File: config.mk
export PLATFORM = sky130hd
export DESIGN_NAME = pipeline_hazard_ctrl
export DESIGN_NICKNAME = d
export VERILOG_FILES = /design/src/rtl/pipe_ctrl_pkg.sv /design/src/rtl/hazard_detect.sv /design/src/rtl/pipeline_hazard_ctrl.sv
export SDC_FILE = /design/constraint.sdc
export NUM_CORES = 1
export LEC_CHECK = 0
export CORE_UTILIZATION = 39
export DETAILED_ROUTE_END_ITERATION = 10
export PLACE_DENSITY = 0.74
export RECOVER_POWER = 100
export SYNTH_ARGS = -nofsm -noshare
export SYNTH_HDL_FRONTEND = slang
export SYNTH_SLANG_ARGS = --single-unit
File: constraint.sdc
create_clock -name clk -period 2.9 [get_ports clk]
set_input_delay 0.58 -clock clk [delete_from_list [all_inputs] [get_ports clk]]
set_output_delay 0.58 -clock clk [all_outputs]
set_load 0.05 [all_outputs]
File: src/rtl/pipe_ctrl_pkg.sv
// Shared types for the pipeline stall/flush sequencer: FSM states, action sets
// and the decode from an action to the pipeline-register controls.
package pipe_ctrl_pkg;

  typedef enum logic [1:0] {
    RUN      = 2'd0,
    FLUSH    = 2'd1,
    MEM_WAIT = 2'd2
  } state_e;

  typedef enum logic [1:0] {
    ACT_NORMAL,
    ACT_FREEZE,
    ACT_LDSTALL,
    ACT_FLUSH
  } action_e;

  localparam logic [4:0] REG_ZERO = 5'd0;
  localparam logic       EN_LOAD  = 1'b0;
  localparam logic       EN_HOLD  = 1'b1;

  typedef struct packed {
    logic pc_en;
    logic if_id_en;
    logic id_ex_en;
    logic ex_mem_en;
    logic mem_wb_en;
    logic bubble;
    logic flush;
  } ctrl_t;

  function automatic ctrl_t decode_action(input action_e act);
    ctrl_t c;
    c = '{EN_LOAD, EN_LOAD, EN_LOAD, EN_LOAD, EN_LOAD, 1'b0, 1'b0};
    case (act)
      ACT_FREEZE:  c = '{EN_HOLD, EN_HOLD, EN_HOLD, EN_HOLD, EN_HOLD, 1'b0, 1'b0};
      ACT_LDSTALL: c = '{EN_HOLD, EN_HOLD, EN_LOAD, EN_LOAD, EN_LOAD, 1'b1, 1'b0};
      ACT_FLUSH:   c = '{EN_LOAD, EN_LOAD, EN_LOAD, EN_LOAD, EN_LOAD, 1'b1, 1'b1};
      default:     c = '{EN_LOAD, EN_LOAD, EN_LOAD, EN_LOAD, EN_LOAD, 1'b0, 1'b0};
    endcase
    return c;
  endfunction

endpackage

File: src/rtl/hazard_detect.sv
// Load-use hazard compare: the load in EX writes a register the ID instruction reads.
module hazard_detect
  import pipe_ctrl_pkg::*;
(
  input  logic [4:0] rs_id,
  input  logic [4:0] rt_id,
  input  logic       use_rs_id,
  input  logic       use_rt_id,
  input  logic [4:0] rt_ex,
  input  logic       flag_mem_rd_ex,
  output logic       load_use
);

  // Register zero is hard-wired, so a load targeting it never creates a dependency.
  assign load_use = flag_mem_rd_ex && (rt_ex != REG_ZERO) &&
                    ((use_rs_id && (rs_id == rt_ex)) || (use_rt_id && (rt_id == rt_ex)));

endmodule

File: src/rtl/pipeline_hazard_ctrl.sv
// Stall/flush sequencer for the 5-stage pipeline: Mealy control outputs,
// registered flush/busy/stall counters and a sticky memory-timeout flag.
module pipeline_hazard_ctrl
  import pipe_ctrl_pkg::*;
#(
  parameter int FLUSH_CYCLES = 2,
  parameter int MEM_TIMEOUT  = 255,
  parameter int CNT_W        = 16
) (
  input  logic             clk,
  input  logic             rst,
  input  logic [4:0]       rs_id,
  input  logic [4:0]       rt_id,
  input  logic             use_rs_id,
  input  logic             use_rt_id,
  input  logic [4:0]       rt_ex,
  input  logic             flag_mem_rd_ex,
  input  logic             branch_taken_ex,
  input  logic             mem_busy,
  output logic             PC_enable,
  output logic             IF_ID_enable,
  output logic             ID_EX_enable,
  output logic             EX_MEM_enable,
  output logic             MEM_WB_enable,
  output logic             bubble_ID_EX,
  output logic             flush_IF_ID,
  output logic [CNT_W-1:0] stall_count,
  output logic             mem_timeout
);

  localparam int FLUSH_W = (FLUSH_CYCLES > 1) ? $clog2(FLUSH_CYCLES + 1) : 1;
  localparam int BUSY_W  = $clog2(MEM_TIMEOUT + 2);
  localparam logic [FLUSH_W-1:0] FLUSH_RELOAD = FLUSH_W'(FLUSH_CYCLES - 1);
  localparam logic [BUSY_W-1:0]  BUSY_LIMIT   = BUSY_W'(MEM_TIMEOUT);

  state_e             state_q, state_d;
  logic [FLUSH_W-1:0] flush_cnt_q, flush_cnt_d;
  logic [BUSY_W-1:0]  busy_cnt_q, busy_cnt_d;
  logic [CNT_W-1:0]   stall_count_q, stall_count_d;
  logic               mem_timeout_q, mem_timeout_d;
  action_e            action;
  ctrl_t              ctrl;
  logic               load_use;

  hazard_detect u_hazard_detect (
    .rs_id          (rs_id),
    .rt_id          (rt_id),
    .use_rs_id      (use_rs_id),
    .use_rt_id      (use_rt_id),
    .rt_ex          (rt_ex),
    .flag_mem_rd_ex (flag_mem_rd_ex),
    .load_use       (load_use)
  );

  // A pending flush (flush_cnt_q != 0) survives a memory wait and takes priority
  // over a new branch, which is on the wrong path at that point.
  always_comb begin
    // NOTE: every variable gets a default first so no path leaves it unassigned (no latches).
    state_d       = state_q;
    flush_cnt_d   = flush_cnt_q;
    busy_cnt_d    = busy_cnt_q;
    mem_timeout_d = mem_timeout_q;
    action        = ACT_NORMAL;

    if (mem_busy) begin
      action  = ACT_FREEZE;
      state_d = MEM_WAIT;
      if (state_q == MEM_WAIT) begin
        if (busy_cnt_q != '1) busy_cnt_d = busy_cnt_q + 1'b1;
        if (busy_cnt_q >= BUSY_LIMIT) mem_timeout_d = 1'b1;
      end else begin
        busy_cnt_d = BUSY_W'(1);
      end
    end else begin
      busy_cnt_d = '0;
      if (flush_cnt_q != '0) begin
        action      = ACT_FLUSH;
        flush_cnt_d = flush_cnt_q - 1'b1;
        state_d     = (flush_cnt_q == FLUSH_W'(1)) ? RUN : FLUSH;
      end else if (branch_taken_ex) begin
        action = ACT_FLUSH;
        if (FLUSH_CYCLES > 1) begin
          flush_cnt_d = FLUSH_RELOAD;
          state_d     = FLUSH;
        end else begin
          state_d = RUN;
        end
      end else if (load_use) begin
        action  = ACT_LDSTALL;
        state_d = RUN;
      end else begin
        state_d = RUN;
      end
    end

    stall_count_d = stall_count_q;
    if (action != ACT_NORMAL && stall_count_q != '1) stall_count_d = stall_count_q + 1'b1;
  end

  always_ff @(posedge clk or posedge rst) begin
    if (rst) begin
      state_q       <= RUN;
      flush_cnt_q   <= '0;
      busy_cnt_q    <= '0;
      stall_count_q <= '0;
      mem_timeout_q <= 1'b0;
    end else begin
      // NOTE: non-blocking assignments so every flop samples the pre-edge values.
      state_q       <= state_d;
      flush_cnt_q   <= flush_cnt_d;
      busy_cnt_q    <= busy_cnt_d;
      stall_count_q <= stall_count_d;
      mem_timeout_q <= mem_timeout_d;
    end
  end

  // During reset every register holds and both ID_EX bubble and IF_ID flush are forced.
  assign ctrl = rst ? '1 : decode_action(action);

  assign PC_enable     = ctrl.pc_en;
  assign IF_ID_enable  = ctrl.if_id_en;
  assign ID_EX_enable  = ctrl.id_ex_en;
  assign EX_MEM_enable = ctrl.ex_mem_en;
  assign MEM_WB_enable = ctrl.mem_wb_en;
  assign bubble_ID_EX  = ctrl.bubble;
  assign flush_IF_ID   = ctrl.flush;
  assign stall_count   = stall_count_q;
  assign mem_timeout   = mem_timeout_q;

endmodule

# --- Word-level counts from Yosys, hierarchy flattened ---
# Cells that the tools add are included.
word_totals:
  register_bits: 30
  in_bits: 22
  output_inout_bits: 24
  wordCells: 47
classes:
  muxes: 15
  eq_ne: 10
  n_addsub: 3
  n_bitwise: 1
  n_reduce_logical: 12
  order_cmp: 1
ops:
  columns: ["cell", "count"]
  rows:
  - ["$mux 9", 3]
  - ["$pmux 7 s3", 1]
  - ["$add 16x1->16 const B", 1]
  - ["$ne 16x16->1 const B", 1]
  - ["$mux 2", 7]
  - ["$eq 5x5->1", 2]
  - ["$add 9x1->9 const B", 1]
  - ["$ge 9x8->1 const B", 1]
  - ["$ne 9x9->1 const B", 1]
  - ["$mux 7", 1]
  - ["$eq 2x2->1 const B", 3]
  - ["$reduce_bool 2->1", 3]
  - ["$logic_and 1x1->1", 5]
  - ["$reduce_bool 5->1", 1]
  - ["$eq 2x1->1 const B", 2]
  - ["$mux 1", 3]
  - ["$ne 3x2->1 const B", 1]
  - ["$reduce_and 3->1", 1]
  - ["$reduce_and 2->1", 1]
  - ["$sub 2x1->2 const B", 1]
  - ["$logic_or 1x1->1", 1]
  - ["$not 1->1", 1]

# --- Logic depth before layout (Yosys ltp) ---
# Gate-level depths: netlist of the first run.
logic_depth:
  depth_word: 11
  ltp_mapped: 9
  mapped_depth_nobuf: 9

# --- Hierarchy ---
# A second synthesis of the first run with hierarchy kept.
unflattened:
  hier_cells: 164
  hier_area_um2: 1712.9
modules_own_cells:
  columns: ["module", "area_per_inst_um2", "seq_area_each_um2", "cells_per_inst", "n_inst"]
  rows:
  - ["pipeline_hazard_ctrl", 1579.0, 750.7, 147, 1]
  - ["hazard_detect", 133.9, 0.0, 17, 1]

# --- Worst setup path before layout of the first run ---
# OpenSTA, ideal clock, no wires.
synth_path:
  path_kind: "input port to output port"
  from: "in rt_ex[3]"
  to: "out bubble_ID_EX"
  stages: 7
  path_buffers: 0
  arrival_time_ns: 2.820
  setup_slack_ns: -0.500
  t_required_ns: 2.320
  cell_sequence: "xor2_1 nor4_1 a32oi_1 o31ai_1 ha_1 inv_1 o31ai_1"
synth_via:
  elab_chain_len: 11
  elab_cells_between_ends: 17
  cone_classes: "5 x eq/ne; 6 x mux; 6 x reduce/logical"
synth_rtl:
  columns: ["item", "line", "source"]
  rows:
  - ["start: declaration", "pipeline_hazard_ctrl.sv:16", "input logic [4:0] rt_ex,"]
  - ["$eq 5x5->1", "hazard_detect.sv:16", "((use_rs_id && (rs_id == rt_ex)) || (use_rt_id && (rt_id == rt_ex)));"]
  - ["$logic_and 1x1->1", "hazard_detect.sv:16", null]
  - ["$logic_or 1x1->1", "hazard_detect.sv:16", null]
  - ["$logic_and 1x1->1 (*)", "hazard_detect.sv:15", "assign load_use = flag_mem_rd_ex && (rt_ex != REG_ZERO) &&"]
  - ["$mux 2 (*)", "pipeline_hazard_ctrl.sv:88", "end else if (load_use) begin"]
  - ["$mux 2 (*)", "pipeline_hazard_ctrl.sv:80", "end else if (branch_taken_ex) begin"]
  - ["$mux 2 (*)", "pipeline_hazard_ctrl.sv:76", "if (flush_cnt_q != '0) begin"]
  - ["$mux 2 (*)", "pipeline_hazard_ctrl.sv:65", "if (mem_busy) begin"]
  - ["$eq 2x2->1 / $eq 2x1->1 (equally long branches)", "pipe_ctrl_pkg.sv:35", "case (act)"]
  - ["$pmux 7 s3 (*)", "pipe_ctrl_pkg.sv:35", null]
  - ["$mux 7 (*)", "pipeline_hazard_ctrl.sv:118", "assign ctrl = rst ? '1 : decode_action(action);"]
  - ["end: declaration", "pipeline_hazard_ctrl.sv:25", "output logic bubble_ID_EX,"]
# Every way passes the cells marked *; elsewhere a longest branch is shown, timed or not.

# --- Final worst setup path of the first run ---
layout_path:
  from: "in rt_id[1]"
  to: "out PC_enable"
layout_via:
  elab_chain_len: 11
  elab_cells_between_ends: 13
  cone_classes: "4 x eq/ne; 6 x mux; 3 x reduce/logical"
layout_rtl:
  columns: ["item", "line", "source"]
  rows:
  - ["start: declaration", "pipeline_hazard_ctrl.sv:13", "input logic [4:0] rt_id,"]
  - ["$eq 5x5->1 (*)", "hazard_detect.sv:16", null]
  - ["$logic_and 1x1->1 (*)", "hazard_detect.sv:16", null]
  - ["$logic_or 1x1->1 (*)", "hazard_detect.sv:16", null]
  - ["$logic_and 1x1->1 (*)", "hazard_detect.sv:15", null]
  - ["$mux 2 (*)", "pipeline_hazard_ctrl.sv:88", null]
  - ["$mux 2 (*)", "pipeline_hazard_ctrl.sv:80", null]
  - ["$mux 2 (*)", "pipeline_hazard_ctrl.sv:76", null]
  - ["$mux 2 (*)", "pipeline_hazard_ctrl.sv:65", null]
  - ["$eq 2x2->1 / $eq 2x1->1 (equally long branches)", "pipe_ctrl_pkg.sv:35", null]
  - ["$pmux 7 s3 (*)", "pipe_ctrl_pkg.sv:35", null]
  - ["$mux 7 (*)", "pipeline_hazard_ctrl.sv:118", null]
  - ["end: declaration", "pipeline_hazard_ctrl.sv:20", "output logic PC_enable,"]
# Marks and branches as above.

==> summary.txt, run 1 <==
Outcome = complete, but fails checks
Failing checks = max-capacitance violations, max-slew violations, negative setup slack
Fraction of layout cells with a size suffix above 1 = 0.273
Synth top area share = 0.426
Slowest cell delay on critical path = 0.34 ns
First-pass GRT wire length = 6510 um
Xor and xnor fraction of the mapped netlist area = 0.114
Final instance area = 2590 um2
Fin Hold WS = 0.468 ns
Post-synthesis compound-gate area fraction = 0.128
Drt pass-1 iters = 4
HP Class = reg -> reg
Top FF cell, synth = dfrtp_1
Detail Placement HPWL = 2770 um
Crit end category = primary output
Total number of vias = 1473
Synth Area in Simple Gates = 0.214
Synth area leader = dfrtp_1
Die Wd = 69.2 um
Nets = 270
Synth async-reset ratio = 1.00
Clock sinks = 30
Routed Antenna Nets = 0
Avg Vias per Cell = 5.01
Placed cell areas = 2400 um2
Crit path DAT = 2.38 ns
RSZ-0062 raised after global routing = true
Synth warn = 0
Synthesized cell area = 1760 um2
Final setup fails = 2
Number of max-cap violations = 1
Largest net degree at the start of global routing = 31
Routed WL = 3710 um
Core Box Area = 4350 um2
Total gr overflow = 0
Multiplexer share of the synthesized area = 0.0248
Inserted Clock Buffers = 5
Fin Clk Skew = 0.00499 ns
Critical Path Source Type = primary input
Layout area overhead = 46.7%
Die height = 69.2 um
H-tree Lvls = 2
#FFs+latches synth = 30
Placer congestion estimate = 0.790
Clock latency on the worst-skew pair = 0.28 ns
CTS Root Cell = clkbuf_8
Largest family of logic cells by synthesized area = simple AND/OR/NAND/NOR gates
Max Fclk = 338 MHz
Area contributors post-synth = dfrtp_1, xnor2_1, xor2_1, ha_1, nor2_1
CTS tree = done
Post-layout util = 0.594
DRC violation total after the first TritonRoute iteration = 72
Post-DR wirelength/cell = 12.6 um
IO Port Bufs = 45
Die footprint = 4790 um2
Fin Setup TNS = -0.117 ns
Worst-margin pin slew = 1.59 ns
Maximum fanout along the worst path = 3
Row cnt = 24
Req. time, crit path = 2.32 ns
Max-slew violations = 31
Period utilisation layout = 1.02
Cell Pwr Density = 616 nW/um2
Initial Utilization = 0.405
Crit path kind = in -> out
Clock transition at the registers of the reported paths = 0.06 ns
Critical path, cell by cell = buf_6 -> xor2_1 -> nor4_2 -> a32oi_2 -> o31a_1 -> ha_1 -> or2_4 -> buf_8
Clock buffer depth = 2
Adder-cell area share of the yosys netlist = 0.0497
Post-layout min period = 2.96 ns
Relative slew slack = -0.0594
Antenna violations before repair = 0
Final setup margin = -0.0589 ns
EDFF count, synth = 0
Worst IR Drop VDD = 0.468 mV
Post-synth cell types = 44
P_leak = 1.13 nW
Inserted Diodes = 0
Vias in the first global route = 1489
Tot GR Track Use = 0.174
Syn Inst Count = 175
Syn Nets = 204
Syn_area_per_cell = 10.1 um2
Sequential cell area fraction in the yosys report = 0.426
Fin. Hold Viols = 0
Slowest CP cell = nor4_2
# IOs = 46
# DRC = 0
cell families (layout without fill, tap and decap cells):
family,after synthesis,count (layout)
AO/OA/AOI/OAI,34,34
XOR/XNOR,23,23
multiplexers,4,4
buffers and inverters,15,82
AND/OR/NAND/NOR,62,62
flip-flops,30,30
adder cells (fa/ha/maj),7,7
Yosys cell counts, types with 2 or more instances:
master / instances
dfrtp_1: 30
nor2_1: 12
xnor2_1: 12
xor2_1: 11
inv_1: 8
ha_1: 7
nand2_1: 7
nand3_1: 7
a21oi_1: 6
o21ai_1: 6
o21ai_0: 5
nor3_1: 4
o211ai_1: 4
o21a_1: 4
or2_2: 4
or3_1: 4
buf_4: 3
nand4b_1: 3
nor2b_1: 3
nor4_1: 3
a31oi_1: 2
and3_1: 2
clkbuf_1: 2
mux2_1: 2
nand4_2: 2
nor3b_1: 2
o31ai_1: 2
or2_1: 2
path summary, 6_finish.rpt:
check / from / to / slack (ns) / cells after the start
min in group asynchronous: rst / stall_count[9]$_DFFE_PP0P_ / 1.29 / 3
hold / removal: mem_timeout$_DFFE_PP0P_ / mem_timeout$_DFFE_PP0P_ / 0.47 / 1
setup reg to reg: flush_cnt_q[0]$_DFFE_PP0P_ / stall_count[12]$_DFFE_PP0P_ / 0.66 / 8
setup / recovery: rt_id[1] / PC_enable / -0.06 / 8
max in group asynchronous: rst / stall_count[6]$_DFFE_PP0P_ / 0.69 / 3
hold reg to reg: mem_timeout$_DFFE_PP0P_ / mem_timeout$_DFFE_PP0P_ / 0.47 / 1
power by group:
part	switching, mW	total (mW)	leakage (nW)	internal [mW]
sequential	0.0873	0.567	0.398	0.479
clock	0.159	0.411	0.0579	0.252
combinational	0.374	0.616	0.673	0.243
total	0.620	1.59	1.13	0.974
placed cells by master (no fill, tap or decap), types with 2 or more instances in the layout:
| master | count |
|---|---|
| and3_1 | 2 |
| nor2b_1 | 3 |
| ha_1 | 6 |
| nor4_2 | 3 |
| buf_8 | 4 |
| clkbuf_8 | 5 |
| buf_12 | 2 |
| clkdlybuf4s50_1 | 5 |
| buf_4 | 19 |
| xor2_1 | 10 |
| buf_2 | 3 |
| nand3_1 | 7 |
| nor3_1 | 4 |
| or2_2 | 2 |
| dfrtp_1 | 30 |
| buf_6 | 6 |
| mux2_1 | 2 |
| o21a_1 | 4 |
| clkdlybuf4s15_1 | 2 |
| nand2_1 | 7 |
| or2_4 | 2 |
| a21oi_1 | 5 |
| nand4_2 | 2 |
| inv_1 | 6 |
| nor3b_1 | 2 |
| nor2_1 | 12 |
| a31oi_1 | 2 |
| clkinv_2 | 2 |
| o21ai_0 | 5 |
| o21ai_1 | 5 |
| nand4b_1 | 3 |
| dlygate4sd2_1 | 6 |
| dlygate4sd3_1 | 17 |
| xnor2_1 | 12 |
| o211ai_1 | 4 |
| or3_1 | 4 |
metrics by stage:
stage / setup slack, ns / power, mW / instances
finish: -0.0589 / 1.59 / 294
global route: -0.109 / 1.68 / 294
CTS: -0.0679 / 1.63 / 293
detailed placement: -0.458 / 1.19 / 283
global placement: -0.411 / 1.18 / 283
floorplan: -0.0152 / 0.965 / 175
routing by layer:
metal / part of all wire / vias up / global-route usage
met3: 0.056 / 5 / 0.0538
met4: 0.023 / 0 / 0.0884
li1: - / 752 / -
met5: 0 / - / 0
met2: 0.47 / 44 / 0.284
met1: 0.45 / 672 / 0.206
worst max-delay path: cells and delay by family:
kind	cells	cell delay [ns]
AO/OA/AOI/OAI	2	0.52
XOR/XNOR	1	0.16
adder cells (fa/ha/maj)	1	0.28
buffers and inverters	2	0.24
AND/OR/NAND/NOR	2	0.59
cell type report:
| class | instances | area, um2 |
|---|---|---|
| clock buffers | 5 | 68.8 |
| flip-flops and latches | 30 | 751 |
| well taps | 52 | 65.1 |
| fillers | 352 | 1770 |
| repair buffers | 66 | 627 |
| multi-input cells | 130 | 1000 |
| clock inverters | 3 | 40.0 |
| inverters | 8 | 33.8 |
what timing repair did:
item	in CTS	in global routing
hold buffers	0	0
buffers inserted	2	1
resized for setup	57	9
endpoints found under the setup margin	15	6
pin swaps	18	8
registers in the layout, indices dropped and copies added (netlist names):
register	flops
stall_count	16
mem_timeout	1
busy_cnt_q	9
flush_cnt_q	2
state_q	2
Note: power is estimated with default switching activity, not from simulation.
==> inputs of run 2 (changes only) <==
--- a/config.mk
+++ b/config.mk
@@ -5,6 +5,7 @@
 export SDC_FILE = /design/constraint.sdc
 export NUM_CORES = 1
 export LEC_CHECK = 0
+export CORE_MARGIN = 10
 export CORE_UTILIZATION = 39
 export DETAILED_ROUTE_END_ITERATION = 10
 export PLACE_DENSITY = 0.74
==> summary.txt, run 2 (same netlist as run 1, synthesis figures left out) <==
Clock buffer depth = 2 (unchanged)
Inserted Diodes = 0 (unchanged)
NetSw = 0.617 mW (was 0.620 mW)
Worst IR Drop VDD = 0.705 mV (was 0.468 mV)
Sw Ratio = 0.404 (was 0.389)
Clock sinks = 30 (unchanged)
RR Endpoint = stall_count[13]$_DFFE_PP0P_ (was stall_count[12]$_DFFE_PP0P_)
Largest net degree at the start of global routing = 31 (unchanged)
Hold_sp = mem_timeout$_DFFE_PP0P_ (unchanged)
Post-layout min period = 2.93 ns (was 2.96 ns)
Req. time, crit path = 2.32 ns (about the same)
Final setup margin = -0.0304 ns (was -0.0589 ns)
Die Wd = 87.2 um (was 69.2 um)
Placer congestion estimate = 0.802 (was 0.790)
Placed cell areas = 2400 um2 (unchanged)
Worst-margin pin slew = 1.57 ns (was 1.59 ns)
Total number of vias = 1481 (was 1473)
Clock latency on the worst-skew pair = 0.28 ns (about the same)
Row cnt = 24 (unchanged)
Detail Placement HPWL = 3060 um (was 2770 um)
CTS Root Cell = clkbuf_8 (unchanged)
Comb power frac = 0.405 (was 0.387)
Avg Vias per Cell = 5.04 (was 5.01)
CTS tree = done (unchanged)
Maximum fanout along the worst path = 3 (unchanged)
Core Box Area = 4350 um2 (unchanged)
Layout area overhead = 46.6% (was 46.7%)
Inserted Clock Buffers = 5 (unchanged)
Post-Layout Cell Count = 294 (unchanged)
Fin Hold WS = 0.471 ns (was 0.468 ns)
Period utilisation layout = 1.01 (was 1.02)
Crit. Startpoint = rt_ex[1] (was rt_id[1])
DRC violation total after the first TritonRoute iteration = 46 (was 72)
Die height = 87.2 um (was 69.2 um)
Fraction of layout cells with a size suffix above 1 = 0.264 (was 0.273)
Setup crit end = IF_ID_enable (was PC_enable)
Max-slew violations = 31 (unchanged)
Crit end category = primary output (unchanged)
Worst r2r src = flush_cnt_q[0]$_DFFE_PP0P_ (unchanged)
Sequential power share = 0.371 (was 0.355)
IO Port Bufs = 45 (unchanged)
Flop2flop setup slack = 0.69 ns (was 0.66 ns)
Antenna violations before repair = 0 (unchanged)
Dpl cells = 283 (unchanged)
Max Fclk = 341 MHz (was 338 MHz)
Vias in the first global route = 1581 (was 1489)
Fin Setup TNS = -0.0591 ns (was -0.117 ns)
RSZ-0062 raised after global routing = true (unchanged)
First-pass GRT wire length = 6980 um (was 6510 um)
Final setup fails = 2 (unchanged)
Failing checks = max-capacitance violations, max-slew violations, negative setup slack (unchanged)
Post-DR wirelength/cell = 13.6 um (was 12.6 um)
Clock transition at the registers of the reported paths = 0.06 ns (about the same)
Relative slew slack = -0.0456 (was -0.0594)
Tot GR Track Use = 0.114 (was 0.174)
Total power = 1.53 mW (was 1.59 mW)
Nets = 270 (unchanged)
Cell Pwr Density = 591 nW/um2 (was 616 nW/um2)
R2R depth = 9 (was 8)
H-tree Lvls = 2 (unchanged)
Routed Antenna Nets = 0 (unchanged)
Max FFs per register = 16 (unchanged)
Critical Path Source Type = primary input (unchanged)
Hold-fix buffers, CTS = 0 (unchanged)
# IOs = 46 (unchanged)
Leading cell type in the layout, fill and taps excluded = dfrtp_1 (unchanged)
Outcome = complete, but fails checks (unchanged)
Fin. Hold Viols = 0 (unchanged)
Die footprint = 7610 um2 (was 4790 um2)
Crit path kind = in -> out (unchanged)
Initial Utilization = 0.405 (unchanged)
Final instance area = 2580 um2 (was 2590 um2)
Drt pass-1 iters = 4 (unchanged)
HP Class = reg -> reg (unchanged)
Most frequent cells in the layout = dfrtp_1, dlygate4sd3_1, buf_4 (was dfrtp_1, buf_4, dlygate4sd3_1)
Clock group share of total power = 0.225 (was 0.258)
# DRC = 0 (unchanged)
Crit path DAT = 2.35 ns (was 2.38 ns)
Total gr overflow = 0 (unchanged)
Fin Clk Skew = 0.00476 ns (was 0.00499 ns)
Number of max-cap violations = 1 (unchanged)
P_leak = 1.12 nW (was 1.13 nW)
Routed WL = 4000 um (was 3710 um)
Pint = 0.911 mW (was 0.974 mW)
-- run 2: worst max-delay path, cell delays in order --
cell and delay, ns:
buf_6 0.10, xor2_2 0.18, nor4_4 0.29, a32oi_2 0.16
o31a_1 0.34, ha_1 0.28, or2_4 0.26, buf_8 0.16
-- run 2: layer usage --
layer  vias up  track usage  share of wire  wire, um
met5         -            0              0         0
met4         0       0.0623          0.027       107
met3         7       0.0665           0.12       470
met2        47        0.168           0.42      1690
met1       676        0.125           0.43      1730
li1        751            -              -         -
-- run 2: through the flow --
| stage | setup WS (ns) | util |
|---|---|---|
| finish | -0.0304 | 0.594 |
| global route | -0.0928 | 0.594 |
| CTS | -0.0484 | 0.591 |
| detailed placement | -0.466 | 0.551 |
| global placement | -0.424 | 0.551 |
| floorplan | -0.0152 | - |
-- run 2: worst min-delay path by stage --
stage	endpoint	cells past startpoint	slack [ns]
final	mem_timeout$_DFFE_PP0P_	1	0.47
after global placement	mem_timeout$_DFFE_PP0P_	1	0.46
after floorplan	busy_cnt_q[0]$_DFFE_PP0P_	1	0.50
after CTS	mem_timeout$_DFFE_PP0P_	1	0.49
after global routing	mem_timeout$_DFFE_PP0P_	1	0.50
after detailed placement	mem_timeout$_DFFE_PP0P_	1	0.47
-- run 2: area by class of cell --
class | count | area, um2
sequential | 30 | 751
fill | 363 | 1770
clock buffer | 7 | 86.3
multi-input combinational | 130 | 1020
timing repair buffer | 66 | 624
tap | 52 | 65.1
clock inverter | 1 | 5.00
inverter | 8 | 33.8
-- run 2: what timing repair did --
action,in CTS,in global routing
endpoints found under the setup margin,15,6
buffers inserted,3,0
resized for setup,53,13
pin swaps,15,12
endpoints found under the hold margin,0,0
-- run 2: power by group through the flow --
stage	Clock, mW	Sequential [mW]	Combinational (mW)
after floorplan	0	0.741	0.223
after global placement	0	0.575	0.613
after detailed placement	0	0.578	0.623
after CTS	0.356	0.570	0.642
after global routing	0.375	0.577	0.666
final	0.343	0.566	0.618
